===== config.mk =====
export PLATFORM = sky130hd
export DESIGN_NAME = addsub_operand_loader
export DESIGN_NICKNAME = d
export VERILOG_FILES = /design/src/rtl/addsub_operand_loader.sv
export SDC_FILE = /design/constraint.sdc
export NUM_CORES = 1
export LEC_CHECK = 0
export ABC_AREA = 1
export CAP_MARGIN = 20
export CORE_MARGIN = 8
export CORE_UTILIZATION = 45
export CTS_CLUSTER_DIAMETER = 60
export DETAILED_ROUTE_END_ITERATION = 8
export PLACE_DENSITY = 0.89
export SLEW_MARGIN = 25
export SYNTH_ARGS = -nofsm -noshare
export SYNTH_HDL_FRONTEND = slang
export SYNTH_SLANG_ARGS = --single-unit

===== constraint.sdc =====
create_clock -name clk -period 1.55 [get_ports clk]
set_input_delay 0.155 -clock clk [delete_from_list [all_inputs] [get_ports clk]]
set_output_delay 0.155 -clock clk [all_outputs]
set_load 0.01 [all_outputs]

===== src/rtl/addsub_operand_loader.sv =====
// Operand loader for the add/sub stage: collects an A beat and a B beat from
// the upstream stream, then holds the pair on op_a/op_b/op_mode with op_valid
// high until the downstream stage takes it. A flush during LOAD_B throws away
// the half-loaded pair; op_count tracks completed issues modulo 256.
module addsub_operand_loader #(
    parameter int WIDTH = 8
) (
    input  logic             clk,
    input  logic             rst_n,
    input  logic [WIDTH-1:0] in_data,
    input  logic             in_mode,
    input  logic             in_valid,
    output logic             in_ready,
    input  logic             flush,
    output logic [WIDTH-1:0] op_a,
    output logic [WIDTH-1:0] op_b,
    output logic             op_mode,
    output logic             op_valid,
    input  logic             op_ready,
    output logic [7:0]       op_count
);

    typedef enum logic [1:0] {
        LOAD_A = 2'b00,
        LOAD_B = 2'b01,
        ISSUE  = 2'b10
    } state_t;

    state_t           state_q, state_d;
    logic [WIDTH-1:0] op_a_q, op_a_d;
    logic [WIDTH-1:0] op_b_q, op_b_d;
    logic             op_mode_q, op_mode_d;
    logic             op_valid_q, op_valid_d;
    logic [7:0]       op_count_q, op_count_d;

    logic             in_transfer;
    logic             op_transfer;

    // Ready is gated by rst_n so nothing is offered while reset is held.
    always_comb begin
        in_ready    = rst_n && ((state_q == LOAD_A) ||
                                ((state_q == LOAD_B) && !flush));
        in_transfer = in_valid && in_ready;
        op_transfer = op_valid_q && op_ready;
    end

    // Next-state and next-output logic; op_valid follows the next state so it
    // rises on the same edge that accepts the B beat.
    always_comb begin
        state_d    = state_q;
        op_a_d     = op_a_q;
        op_b_d     = op_b_q;
        op_mode_d  = op_mode_q;
        op_count_d = op_count_q;

        case (state_q)
            LOAD_A: begin
                if (in_transfer) begin
                    op_a_d  = in_data;
                    state_d = LOAD_B;
                end
            end
            LOAD_B: begin
                if (flush) begin
                    state_d = LOAD_A;
                end else if (in_transfer) begin
                    op_b_d    = in_data;
                    op_mode_d = in_mode;
                    state_d   = ISSUE;
                end
            end
            ISSUE: begin
                if (op_transfer) begin
                    op_count_d = op_count_q + 8'd1;
                    state_d    = LOAD_A;
                end
            end
            default: begin
                state_d = LOAD_A;
            end
        endcase

        op_valid_d = (state_d == ISSUE);
    end

    // State and registered outputs; reset abandons any pair in flight.
    always_ff @(posedge clk or negedge rst_n) begin
        if (!rst_n) begin
            state_q    <= LOAD_A;
            op_a_q     <= '0;
            op_b_q     <= '0;
            op_mode_q  <= 1'b0;
            op_valid_q <= 1'b0;
            op_count_q <= 8'd0;
        end else begin
            state_q    <= state_d;
            op_a_q     <= op_a_d;
            op_b_q     <= op_b_d;
            op_mode_q  <= op_mode_d;
            op_valid_q <= op_valid_d;
            op_count_q <= op_count_d;
        end
    end

    assign op_a     = op_a_q;
    assign op_b     = op_b_q;
    assign op_mode  = op_mode_q;
    assign op_valid = op_valid_q;
    assign op_count = op_count_q;

endmodule


# [Yosys cells after proc, flatten, opt, wreduce, memory -nomap -nowiden]
# Index checks and enable logic that the tools add are counted.
[totals] in_bits=14 reg_bits=28 output_inout_bits=27
[classes] n_reduce_logical=10 eq_ne=3 mux=5 bitwise=1 add_sub_neg=1
[op_table] operator="adder 8 x 1 -> 8 bit (second input constant)" n=1
[op_table] operator="2-to-1 mux 2 bit" n=4
[op_table] operator="case mux 2 bit (3 select lines)" n=1
[op_table] operator="equality test 2 bit (second input constant)" n=2
[op_table] operator="logical AND 1 bit" n=4
[op_table] operator="AND reduction 2 bit" n=2
[op_table] operator="AND reduction 3 bit" n=1
[op_table] operator="equality test 2 x 1 -> 1 bit (second input constant)" n=1
[op_table] operator="logical NOT 2 bit" n=1
[op_table] operator="logical NOT 1 bit" n=1
[op_table] operator="logical OR 1 bit" n=1
[op_table] operator="NOT 1 bit" n=1

# [Longest topological paths before layout]
# Gate-level depths: netlist (run 1).
[depth] ltp_word=9 mapped_depth=7 mapped_depth_nobuf=7

# [Worst setup path before layout (run 1)]
# Ideal clock, no wire load.
[synth_path] path_type="reg-to-reg" from="register state_q[1]" to="register op_b_q[0], in the netlist op_b[0]" n_path_buf=1 synth_period_minus_slack_ns=1.136 path_slack_ns=0.414 stages_incl_launch_ff=6 arrival_time_ns=1.018 required_time_ns=1.432 setup_time_ns=0.118 cell_sequence="dfrtp_1 -> nor3_2 -> nand3_2 -> buf_4 -> nand2_1 -> o21ai_2"
[synth_via] elab_chain_cells=6 word_cells_on_any_way=7 classes_between="eq/ne: 1; reduce/logical: 6"
[synth_lines] item="start, declared" line="29" source="state_t state_q, state_d;"
[synth_lines] item="start signal, assigned" line="96" source="state_q <= state_d;"
[synth_lines] item="equality test 2 x 1 -> 1 bit" line="42, 56"
[synth_lines] item="logical AND 1 bit" line="42" source="((state_q == LOAD_B) && !flush));"
[synth_lines] item="logical OR 1 bit" line="41" source="in_ready = rst_n && ((state_q == LOAD_A) ||"
[synth_lines] item="logical AND 1 bit" line="41"
[synth_lines] item="logical AND 1 bit" line="43" source="in_transfer = in_valid && in_ready;"
[synth_lines] item="AND reduction 3 bit (no source line) (*)"
[synth_lines] item="end signal, assigned" line="98" source="op_b_q <= op_b_d;"
[synth_lines] item="end, declared" line="31" source="logic [WIDTH-1:0] op_b_q, op_b_d;"
# Mark *: on every way between the ends. The rest lies on a longest branch, timed or not.
# A chain may end at the register's enable or synchronous reset.

# [Final worst setup path (run 1)]
[layout_path] from="register op_count_q[3], in the netlist op_count[3]" to="output port op_count[3]"
[layout_rtl] item="start, declared" line="34" source="logic [7:0] op_count_q, op_count_d;"
[layout_rtl] item="start signal, assigned" line="101" source="op_count_q <= op_count_d;"
[layout_rtl] item="end, declared" line="20" source="output logic [7:0] op_count"
# No word-level cell between the ends.

==> impl_summary.txt, run 1 <==
----------------------------------------------------
[Worst setup path]
  CP Data Required Time ... around 1.4 ns
  Cell count of the worst reg-to-reg path ... 6
  Worst-path fanout max ... 4
  Critical Path Slowest Stage Cell ... sky130_fd_sc_hd__clkdlybuf4s50_1
  Cell depth of the worst setup path ... 1
  Worst Path Arrival ... about 1.3 ns
  Bufs and invs on worst path ... 1
  Crit end category ... output port
  Critical path class ... register to output port
  Cell-by-cell listing of the critical path ... clkdlybuf4s50_1
  Delay-heaviest family, CP ... buffers and inverters
  Slowest Stage Delay on Critical Path ... ~0.57 ns
  Crit path launch type ... register

[Synth]
  Count of cell types in the netlist ... 17
  Synth top area share ... about 55%
  Net Count, Synth ... roughly 160
  Most instantiated library cell after synthesis ... sky130_fd_sc_hd__nand2_1
  Most common library cells after synthesis ... sky130_fd_sc_hd__nand2_1, sky130_fd_sc_hd__dfrtp_1, sky130_fd_sc_hd__inv_1
  Flops & latches, synth ... 28
  Synthesized instance count ... ~140
  Number of synthesized flops with an enable pin ... 0
  Portion of the post-synthesis area used by sequential elements ... a little under three fifths
  Largest area contributor in the netlist ... sky130_fd_sc_hd__dfrtp_1
  Share of flip-flops with an asynchronous set or reset after synthesis ... 100%
  Mapped Area ... between 1000 and 1500 um^2
  Synth warnings ... 0
  Post-synthesis average cell area ... 8.95 um^2
  Top post-synthesis cells by area ... sky130_fd_sc_hd__dfrtp_1, sky130_fd_sc_hd__nand2_1, sky130_fd_sc_hd__o21ai_2, sky130_fd_sc_hd__inv_1, sky130_fd_sc_hd__o21ai_0
  Commonest register cell after synthesis ... sky130_fd_sc_hd__dfrtp_1

[Pwr]
  Static Leak ... ~0.90 nW
  Sum of internal, switching and leakage power ... 2.27 mW
  Power density cells ... roughly 1300 nW/um^2
  Worst vdd rail ir drop ... a little over 0.0009 V

[Floorplanning]
  Ports ... 41
  Placement row count ... 19
  Die H ... about 69 um
  Starting utilization of the core area ... between 40% and 50%
  Area of the core ... between 2000 and 3000 um^2
  Width of the die ... around 70 um
  Overall die area ... 4780 um^2

[Cells and area]
  Final net count ... between 200 and 250
  Layout Cell Area excl Fill ... roughly 1800 um^2
  Share of layout cells above drive strength 1 ... around 16%
  Area Overhead vs Synth ... 41.1%
  Fin cells ... 222
  Count of fill cells added during filler insertion ... 240
  Share of the core filled with cells ... between 60% and 70%
  Final antenna diode count ... 0

[STA]
  Post-route setup slack ... 0.0787 ns
  Hold violation total from the final report ... 0
  Max-slew violation count ... 0
  Final min period ... roughly 1.5 ns
  Setup Total Neg Slack ... 0 ns
  Peak Freq ... between 600 and 700 MHz
  Tightest slew margin relative to the limit ... roughly 82%
  Total of endpoints with negative setup slack in the final report ... 0
  Least-Margin Pin Slew ... approximately 0.26 ns
  Smallest hold slack ... 0.178 ns
  Share of the clock period used by the worst path after layout ... a little over nine tenths
  Final Skew ... 0.00383 ns

[Placement]
  Last weighted congestion value of the routability-driven placer ... between 0.8 and 0.9
  Final HPWL DP ... ~2200 um
  Area after detailed placement ... 1730 um^2
  Pre-CTS worst setup slack ... -0.0207 ns
  Number of I/O port buffers ... 40
  Number of placed instances with taps included ... 214

[Clock network]
  Max clock buf depth ... 2
  H-tree levels ... 1
  Clk root buf ... sky130_fd_sc_hd__clkbuf_4
  Clk sink count ... 28
  Clock latency of the later-clocked register in the worst-skew pair ... 0.32 ns
  Num CTS Buffers ... 3
  CTS tree ... done
  Post-CTS clock slew at the launch and capture registers of the worst setup and hold paths ... about 0.14 ns

[Worst hold path]
  Hold/Removal Path Class ... input pin to asynchronous set/reset pin

[Routing]
  Router iterations before antenna repair ... 4
  Remaining antenna violation count after routing ... 0
  Detailed-route DRC error count ... 0
  Post-DR wirelength/cell ... between 10 and 15 um
  Vias per std cell ... 4.78
  Via count ... roughly 1100
  Post-detailed-routing wire length ... between 2000 and 3000 um
  Iteration-0 DRC count of the detailed router ... 77

[GRT]
  Aggregate global routing overflow ... 0
  Antenna violations before repair ... 0
  Overall global routing resource usage ... between 10% and 20%
  Pin count of the biggest net entering global routing ... 22
  Number of global-route vias before repair ... 1126
  First-pass GRT wire length ... between 5000 and 6000 um

[Flow run]
  Max-capacitance violation count ... 0

[Run status]
  Status ... complete, no violations

----------------------------------------------------
## where the power goes
group          internal, mW  total (mW)  switching [mW]
clock network         0.144       0.345           0.201
logic                 0.495       0.878           0.383
registers             0.921        1.05           0.130
## layout by cell type (no fill, tap or decap)
master and n:
sky130_fd_sc_hd__nand4_2 1, sky130_fd_sc_hd__buf_12 1, sky130_fd_sc_hd__clkbuf_2 1, sky130_fd_sc_hd__clkdlybuf4s50_1 39, sky130_fd_sc_hd__clkbuf_8 1, sky130_fd_sc_hd__clkbuf_4 3
sky130_fd_sc_hd__nand2_1 50, sky130_fd_sc_hd__nor2_1 8, sky130_fd_sc_hd__buf_4 7, sky130_fd_sc_hd__inv_1 20, sky130_fd_sc_hd__nor3_2 1, sky130_fd_sc_hd__xor2_1 4
sky130_fd_sc_hd__nand3_2 1, sky130_fd_sc_hd__inv_2 1, sky130_fd_sc_hd__ha_1 1, sky130_fd_sc_hd__o21ai_0 10, sky130_fd_sc_hd__dfrtp_1 25, sky130_fd_sc_hd__dfrtp_2 3
sky130_fd_sc_hd__nand3_1 4, sky130_fd_sc_hd__o21ai_2 9, sky130_fd_sc_hd__nand4_4 1
## cells by family (layout without fill, tap and decap cells)
family | Yosys count | count (layout) | synth area share (%)
AO/OA/AOI/OAI | 19 | 19 | 10.1
XOR/XNOR | 4 | 4 | 2.76
adder cells (fa/ha/maj) | 1 | 1 | 0.984
buffers and inverters | 24 | 73 | 8.07
flip-flops | 28 | 28 | 55.1
AND/OR/NAND/NOR | 66 | 66 | 22.9
## routing by layer
metal | share of wire, % | GRT usage (%) | routed length, um | vias up
met3 | 10 | 5.72 | 295 | 2
met5 | 0 | 0 | 0 | -
met4 | 0.27 | 3.42 | 8 | 0
li1 | - | - | - | 533
met2 | 49 | 20.5 | 1440 | 36
met1 | 41 | 14.0 | 1190 | 491
## worst paths after layout
check / startpoint / endpoint / slack [ns]
max: op_count[3] / op_count[3] / 0.08
min: rst_n / op_valid / 0.18
max reg2reg: state_q[1] / op_a[1] / 0.22
min reg2reg: op_b[2] / op_b[2] / 0.50
max in group asynchronous: rst_n / op_count[5] / 1.09
min in group clk: in_mode / op_mode / 0.36
## flip-flops by register name, indices dropped and copies added (netlist names)
signal    flops
op_a          8
op_mode       1
op_b          8
op_count      8
op_valid      1
state_q       2
## final cells by class
cell class | instances | area [um^2] | area share [%]
Sequential cell | 28 | 704 | 39.3
Multi-Input combinational cell | 90 | 468 | 26.1
Timing Repair Buffer | 48 | 468 | 26.1
Inverter | 21 | 78.8 | 4.39
Tap cell | 31 | 38.8 | 2.16
Clock buffer | 4 | 36.3 | 2.02
## what timing repair did
item	CTS	global route
endpoints found under the setup margin	1	5
hold endpoints to repair	0	0
buffers inserted	2	2
resized for setup	2	4
hold buffers	0	0
Note: power is estimated with default switching activity, not from simulation.
==> inputs of run 2 (changes only) <==
--- a/config.mk
+++ b/config.mk
@@ -6,7 +6,7 @@
 export NUM_CORES = 1
 export LEC_CHECK = 0
 export ABC_AREA = 1
-export CAP_MARGIN = 20
+export CAP_MARGIN = 5
 export CORE_MARGIN = 8
 export CORE_UTILIZATION = 45
 export CTS_CLUSTER_DIAMETER = 60
==> results of run 2 <==
The final DEF is identical to that of run 1; final timing and power are the same.
